File: src/rtl/disp_pkg.sv
// Shared types and constants for the seven-segment display arbitration slice.
package disp_pkg;

    typedef enum logic [1:0] {
        IDLE  = 2'd0,
        OWN   = 2'd1,
        BLANK = 2'd2
    } arb_state_e;

    localparam int unsigned DIGW   = 8;
    localparam int unsigned FRAMEW = 32;

    // Active-low segments: all off, and the middle bar only.
    localparam logic [DIGW-1:0] BLANK_PAT = 8'hFF;
    localparam logic [DIGW-1:0] DASH_PAT  = 8'hBF;

endpackage

File: src/rtl/rr_pick.sv
// Combinational round-robin picker: first set req bit at or after ptr_i, cyclically.
module rr_pick #(
    parameter int unsigned NREQ = 4,
    parameter int unsigned IW   = $clog2(NREQ)
) (
    input  logic [NREQ-1:0] req_i,
    input  logic [IW-1:0]   ptr_i,
    output logic [NREQ-1:0] win_o,
    output logic [IW-1:0]   idx_o,
    output logic            valid_o
);

    int unsigned cand;

    always_comb begin
        win_o   = '0;
        idx_o   = '0;
        valid_o = 1'b0;
        cand    = 0;
        for (int unsigned k = 0; k < NREQ; k++) begin
            cand = 32'(ptr_i) + k;
            if (cand >= NREQ) begin
                cand = cand - NREQ;
            end
            if (!valid_o && req_i[cand]) begin
                valid_o     = 1'b1;
                idx_o       = IW'(cand);
                win_o[cand] = 1'b1;
            end
        end
    end

endmodule

File: src/rtl/disp_arbiter.sv
// Round-robin owner arbitration for the 4-digit display with min/max dwell and a blank gap.
// Define DISP_ARB_PREEMPT_EN to make requester 0 urgent (preempts after minimum dwell).
module disp_arbiter
    import disp_pkg::*;
#(
    parameter int unsigned NREQ      = 4,
    parameter int unsigned CW        = 26,
    parameter int unsigned MIN_DWELL = 25_000_000,
    parameter int unsigned MAX_DWELL = 50_000_000,
    parameter int unsigned BLANK_CYC = 500_000,
    parameter logic [7:0]  BLANK_PAT = disp_pkg::BLANK_PAT
) (
    input  logic                   clk,
    input  logic                   reset,
    input  logic [NREQ-1:0]        req,
    input  logic [NREQ*FRAMEW-1:0] frame,
    output logic [NREQ-1:0]        gnt,
    output logic                   busy,
    output logic [DIGW-1:0]        dig3,
    output logic [DIGW-1:0]        dig2,
    output logic [DIGW-1:0]        dig1,
    output logic [DIGW-1:0]        dig0
);

    localparam int unsigned    IW         = $clog2(NREQ);
    localparam logic [CW-1:0]  MIN_LAST   = CW'(MIN_DWELL - 1);
    localparam logic [CW-1:0]  MAX_LAST   = CW'(MAX_DWELL - 1);
    localparam logic [CW-1:0]  MAX_SAT    = CW'(MAX_DWELL);
    localparam logic [CW-1:0]  BLANK_LAST = CW'(BLANK_CYC - 1);

    arb_state_e          state_q, state_d;
    logic [CW-1:0]       cnt_q, cnt_d;
    logic [IW-1:0]       rr_ptr_q, rr_ptr_d;
    logic [IW-1:0]       owner_q, owner_d;
    logic [NREQ-1:0]     gnt_q, gnt_d;
    logic [FRAMEW-1:0]   dig_q, dig_d;

    logic [NREQ-1:0]     pick_win, sel_win;
    logic [IW-1:0]       pick_idx, sel_idx;
    logic                pick_valid, sel_valid;
    logic                others, urgent, release_own;

    rr_pick #(
        .NREQ (NREQ),
        .IW   (IW)
    ) u_pick (
        .req_i   (req),
        .ptr_i   (rr_ptr_q),
        .win_o   (pick_win),
        .idx_o   (pick_idx),
        .valid_o (pick_valid)
    );

    assign others = |(req & ~gnt_q);

`ifdef DISP_ARB_PREEMPT_EN
    logic pre_q, pre_d;

    assign urgent = (owner_q != '0) && req[0];

    // After a preemptive release, requester 0 jumps the round-robin queue once.
    always_comb begin
        sel_win   = pick_win;
        sel_idx   = pick_idx;
        sel_valid = pick_valid;
        if (pre_q && req[0]) begin
            sel_win   = NREQ'(1);
            sel_idx   = '0;
            sel_valid = 1'b1;
        end
    end

    always_ff @(posedge clk or negedge reset) begin
        if (!reset) pre_q <= 1'b0;
        else        pre_q <= pre_d;
    end
`else
    assign urgent    = 1'b0;
    assign sel_win   = pick_win;
    assign sel_idx   = pick_idx;
    assign sel_valid = pick_valid;
`endif

    assign release_own = (cnt_q >= MIN_LAST) &&
                         (!req[owner_q] || ((cnt_q >= MAX_LAST) && others) || urgent);

    always_comb begin
        state_d  = state_q;
        cnt_d    = cnt_q;
        rr_ptr_d = rr_ptr_q;
        owner_d  = owner_q;
        gnt_d    = gnt_q;
`ifdef DISP_ARB_PREEMPT_EN
        pre_d    = pre_q;
`endif
        case (state_q)
            IDLE: begin
                if (sel_valid) begin
                    state_d = OWN;
                    gnt_d   = sel_win;
                    owner_d = sel_idx;
                    cnt_d   = '0;
                end
            end
            OWN: begin
                if (release_own) begin
                    state_d  = BLANK;
                    gnt_d    = '0;
                    cnt_d    = '0;
                    rr_ptr_d = (owner_q == IW'(NREQ - 1)) ? '0 : owner_q + 1'b1;
`ifdef DISP_ARB_PREEMPT_EN
                    pre_d    = urgent;
`endif
                end else if (cnt_q != MAX_SAT) begin
                    cnt_d = cnt_q + 1'b1;
                end
            end
            BLANK: begin
                if (cnt_q >= BLANK_LAST) begin
                    cnt_d = '0;
`ifdef DISP_ARB_PREEMPT_EN
                    pre_d = 1'b0;
`endif
                    if (sel_valid) begin
                        state_d = OWN;
                        gnt_d   = sel_win;
                        owner_d = sel_idx;
                    end else begin
                        state_d = IDLE;
                    end
                end else begin
                    cnt_d = cnt_q + 1'b1;
                end
            end
            default: begin
                state_d = IDLE;
                gnt_d   = '0;
                cnt_d   = '0;
            end
        endcase
    end

    // Digits lag the grant by one cycle and track the owner's frame live.
    assign dig_d = (state_q == OWN) ? frame[FRAMEW*owner_q +: FRAMEW] : {4{BLANK_PAT}};

    always_ff @(posedge clk or negedge reset) begin
        if (!reset) begin
            state_q  <= IDLE;
            cnt_q    <= '0;
            rr_ptr_q <= '0;
            owner_q  <= '0;
            gnt_q    <= '0;
            dig_q    <= {4{BLANK_PAT}};
        end else begin
            state_q  <= state_d;
            cnt_q    <= cnt_d;
            rr_ptr_q <= rr_ptr_d;
            owner_q  <= owner_d;
            gnt_q    <= gnt_d;
            dig_q    <= dig_d;
        end
    end

    assign gnt  = gnt_q;
    assign busy = (state_q != IDLE);
    assign dig3 = dig_q[31:24];
    assign dig2 = dig_q[23:16];
    assign dig1 = dig_q[15:8];
    assign dig0 = dig_q[7:0];

endmodule
File: config.mk
export PLATFORM = sky130hd
export DESIGN_NAME = disp_arbiter
export DESIGN_NICKNAME = d
export VERILOG_FILES = /design/src/rtl/disp_pkg.sv /design/src/rtl/rr_pick.sv /design/src/rtl/disp_arbiter.sv
export SDC_FILE = /design/constraint.sdc
export NUM_CORES = 1
export LEC_CHECK = 0
export BUFFER_PORTS_ARGS = -buffer_cell sky130_fd_sc_hd__clkbuf_2
export CAP_MARGIN = 20
export CORE_MARGIN = 3
export CORE_UTILIZATION = 40
export DETAILED_ROUTE_END_ITERATION = 10
export HOLD_SLACK_MARGIN = 0.08
export PLACE_DENSITY = 0.72
export SYNTH_ARGS = -nofsm -noshare
export SYNTH_HDL_FRONTEND = slang
export SYNTH_HIERARCHICAL = 1
export SYNTH_SLANG_ARGS = --single-unit
export TNS_END_PERCENT = 30
File: constraint.sdc
create_clock -name clk -period 3.3 [get_ports clk]
set_input_delay 0.495 -clock clk [delete_from_list [all_inputs] [get_ports clk]]
set_output_delay 0.495 -clock clk [all_outputs]
set_load 0.05 [all_outputs]
### Yosys cells after proc, flatten, opt, wreduce, memory -nomap -nowiden

Cells that the tools add are included.

* output and inout bits: 37
* logic and storage cells: 121
* flip-flop bits (word level): 68

* mux-type cells: 53
* shifts and indexed selects: 1
* order comparisons: 16
* eq/ne operators: 8
* bitwise logic cells: 5
* reduce and logical (&&, ||, !) cells: 23
* $add $sub $neg: 9

Operators by type and width (number)
* 2-to-1 mux 32 bit: 5
* greater-or-equal comparator 32 x 1 -> 1 bit, second input constant: 4
* < comparator 32 x 3 -> 1 bit, second input constant: 4
* variable part select 128 x 8 -> 32 bit: 1
* 2-to-1 mux 26 bit: 4
* greater-or-equal comparator 32 x 3 -> 1 bit, second input constant: 3
* subtractor 32 x 3 -> 32 bit, second input constant: 3
* one-hot mux 26 bit (3 select lines): 1
* 2-to-1 mux 4 bit: 7
* adder 26 x 1 -> 26 bit, second input constant: 1
* greater-or-equal comparator 26 x 19 -> 1 bit, second input constant: 1
* greater-or-equal comparator 26 x 25 -> 1 bit, second input constant: 1
* greater-or-equal comparator 26 bit, second input constant: 1
* inequality test 26 bit, second input constant: 1
* 2-to-1 mux 2 bit: 10
* 2-to-1 mux 1 bit: 14
* bitwise OR 4 bit: 3
* one-hot mux 4 bit (3 select lines): 1
* binary-select mux 1 bit (select 2 bit): 5
* logical AND 1 bit: 9
* demux 1 bit (select 2 bit): 4
* AND reduction 2 bit: 4
* adder 2 x 2 -> 3 bit, second input constant: 2
* inequality test 2 bit, second input constant: 3
* other kinds (18): 23

### Longest topological paths before layout

* depth after elaboration: 17
* mapped depth: 12
* gate-level depth less buffers: 9

### By module

The synthesis kept the hierarchy.

Modules (own cells, without submodules)
* disp_arbiter: instances 1, seq. area each 1741.7 µm², cells each 375, area each 4252.8 µm²
* rr_pick: instances 1, seq. area each 0.0 µm², cells each 48, area each 460.4 µm²

### Least setup slack after synthesis

OpenSTA, ideal clock, no wires.

* kind: register to register
* start point: register rr_ptr_q[0]
* end point: register cnt_q[11]
* setup slack: 0.535 ns
* stages on the path, launching flop included: 13
* period minus slack after synthesis: 2.765 ns
* path buffers: 4
* arrival time: 2.634 ns
* required time: 3.168 ns
* path through: dfrtp_1 > buf_6 > inv_1 > ha_1 > mux4_2 > buf_6 > nor3_1 > nand2b_1 > o22ai_2 > nand2b_4 > buf_6 > buf_2 > o211ai_1

* longest elaborated chain between the ends: 16
* elaborated cells on any way between the ends: 35
* those cells by class: add/sub: 7; order compare: 4; eq/ne: 1; mux: 16; reduce/logical: 7

RTL lines
* start, declared: RTL line disp_arbiter.sv:33 `logic [IW-1:0] rr_ptr_q, rr_ptr_d;`
* start signal, assigned: RTL line disp_arbiter.sv:157 `rr_ptr_q <= rr_ptr_d;`
* branches (longest 13 deep; another with subtractor 32 x 3 -> 32 bit)
* 2-to-1 mux 1 bit (*): RTL line rr_pick.sv:25 `if (!valid_o && req_i[cand]) begin`
* named net pick_valid: RTL line disp_arbiter.sv:40 `logic pick_valid, sel_valid;`
* inequality test 2 bit (no line) (*)
* AND reduction 2 bit (no line) (*)
* end signal, assigned: RTL line disp_arbiter.sv:156 `cnt_q <= cnt_d;`
* end, declared: RTL line disp_arbiter.sv:32 `logic [CW-1:0] cnt_q, cnt_d;`

Mark *: on every way through the listed nets, which the timed path passes. The select of a mux whose other input is x is not followed.
A chain may end at the register's enable or synchronous reset.

### Worst setup path in the final report

* start point: register rr_ptr_q[1]
* end point: register cnt_q[16]

Same word-level chain as after synthesis.

==> results.cfg <==
[outcome]
status = finished, final reports clean

[yosys]
synth_seq_area_share_pct = 36.95
async_flop_share_pct = 100.0
synthesis.area_um2 = 4713
synth_ff_type = dfrtp_1
ys_ff_latch = 68
yosys_warnings = 6
syn_inst = 423
synth_area_per_cell_um2 = 11.14
synth.distinct_cells = 59
synth_edf_count = 0
syn_nets = 573

[pwr]
power_switching_share_pct = 44.21
p_int_mw = 2.576
combPwrFrac_pct = 52.0
p_per_area_nw_per_um2 = 774.5
cellLeakagePower_nw = 2.527
peakVddDrop_uv = 558.8
power_mw = 4.617
seq_power_share_pct = 26.5
p_switching_mw = 2.041
pwr-share-clk_pct = 21.5

[clock_tree]
hold_buffers = 0
clockRootBuffer = clkbuf_16
cts_resized = 0
clk_pin_slew_ns = 0.06
clk_latency_ns = 0.34
cts_buffers = 9
h-tree-depth = 3
post_cts_buffers = 0
clockBufferDepth = 2
cts.sinks = 68
tritoncts = built

[final_layout]
diodes = 0
final_cell_mix = clkbuf_2 (169), nand2b_1 (38), dfrtp_1 (35)
layout.cells.non_filler = 731
syn_to_final_growth_pct = 26.47
multiInputGateArea_um2 = 2733
final_common_cell = clkbuf_2
fin_util_pct = 51.98
drive_gt1_share_pct = 49.83
n_fill_cell = 992
nets = 733
register_area_um2 = 1743

[floorplanning]
initial_core_util_pct = 41.10
die_area_um2 = 13120
io_pins = 171
core_um2 = 11470
row_count = 39
die_h_um = 114.6
die_x_um = 114.6

[worst_setup_path]
cp_cell_sequence = inv_1 -> ha_1 -> mux4_2 -> nor3_1 -> nand2b_1 -> o22ai_2 -> buf_4 -> o21bai_1 -> o21a_1
slowest_stage = dfrtp_1
r2r-end = cnt_q[16]
cp_data_required_time_ns = 3.52
cp_max_fo = 25
critPathTopFamily = flip-flops
worst-path-buf-inv = 2
cp.arrival_ns = 3.14
crit_path_end_kind = flip-flop
worstSetupPathType = reg -> reg
start_kind = flip-flop
rrSetupSlack_ns = 0.39
slowest_delay_ns = 0.53
reg2reg_depth = 9
regToRegStartpoint = rr_ptr_q[1]

[route]
via_per_inst = 5.663
vias = 4140
drc = 0
firstDrtPassIters = 5
wl_per_cell_um = 17.93
wl_um = 13110
detail-route-antenna-nets = 0
first_iter_violations = 322

[timing]
fin_setup_tns_ns = 0
clock.fmax_mhz = 343.3
setup_viol = 0
fin_crit_sh_pct = 88.27
min_period_ns = 2.913
tightest_slew_ns = 0.9068
relSlewSlack_pct = 39.55
drv_slew = 0
hold_viol_final = 0
skew_ns = 0.007798
rsz0062_at_grt = no

[global_routing]
grt_antenna_before_repair = 0
track_usage_pct = 20.19
grt_pass1_vias = 4295
grt_max_degree = 41
grt_pass1_wl_um = 21050
grt-ovfl-total = 0

[placed_design]
gp_congestion = 0.9386
portBuffers = 170
placed_cells = 715
post-dp-hpwl_um = 10070

[job]
maxCapViolCount = 0

[worst_hold_path]
min_path_type = in -> async
-- power by group through the flow --
| stage | clock, mW | combinational, mW | sequential [mW] |
|---|---|---|---|
| global route | 1.05 | 2.57 | 1.25 |
| CTS | 1.02 | 2.42 | 1.22 |
| finish | 0.994 | 2.40 | 1.22 |
| floorplan | 0 | 1.31 | 1.83 |
| global placement | 0 | 2.37 | 1.22 |
| detailed placement | 0 | 2.41 | 1.24 |
-- synthesized netlist by cell type (8+ instances only) --
library cell  number  area (um^2)
a21oi_1            8        40.04
a22oi_1           18        135.1
and2_1            11        68.82
buf_2              8        40.04
clkbuf_1          11        41.29
dfrtp_1           36        900.9
dfstp_2           32        840.8
ha_1              16        200.2
inv_1             21        78.83
mux2_2             8        90.09
mux4_2            33        743.2
nand2_1           25        93.84
nand2b_1          38        237.7
nand3_1           12        60.06
nand4_1            9        56.30
nor2_1            18        67.56
o21ai_0           10        50.05
o31ai_1           10        75.07
-- sequential cells by signal, summed over array words and instances, names as in the netlist --
register	count
dig_q	32
cnt_q	26
gnt	4
owner_q	2
rr_ptr_q	2
state_q	2
-- through the flow --
step / hold WS, ns / setup slack, ns / instance area (um^2)
floorplan: 0.1994 / 0.5345 / 4713
CTS: 0.3237 / 0.4032 / 5961
global route: 0.3576 / 0.1508 / 5961
finish: 0.2900 / 0.3870 / 5961
detailed placement: 0.5113 / 0.4150 / 5652
global placement: 0.5228 / 0.6081 / 5652
-- cells by family after synthesis --
kind of cell               count (synthesis)  synth area share (%)
AOI/OAI and AO/OA                         92                 15.03
adders and majority gates                 16                 4.247
buffers and inverters                     51                 5.070
DFF                                       68                 36.95
muxes                                     47                 19.99
and+or+nand+nor                          149                 18.72
-- routing by layer --
metal  part of all wire, %  wire, um  vias up  global-route usage [%]
met5                     0         0        -                       0
met4                   1.7       223        0                   6.097
met3                   7.0       923       21                   4.281
met2                    52      6779      169                   35.82
met1                    40      5184     2032                   24.49
li1                      -         -     1918                       -
-- cell type report --
cell class                      instances  share of cell area, %
Multi-Input combinational cell        304                  45.84
Tap cell                              143                  3.002
Timing Repair Buffer                  179                  15.41
Sequential cell                        68                  29.24
Inverter                               21                  1.322
Clock inverter                          6                  1.175
Clock buffer                           10                  4.009
-- worst max-delay path by stage --
stage,start,end,slack [ns],cells after the start
global placement,rr_ptr_q[1],cnt_q[17],0.61,8
floorplan,rr_ptr_q[0],cnt_q[11],0.53,12
global route,rr_ptr_q[1],cnt_q[16],0.15,9
CTS,rr_ptr_q[1],cnt_q[16],0.40,9
finish,rr_ptr_q[1],cnt_q[16],0.39,9
detailed placement,rr_ptr_q[1],cnt_q[17],0.41,8
(Power assumes the default switching activity.)
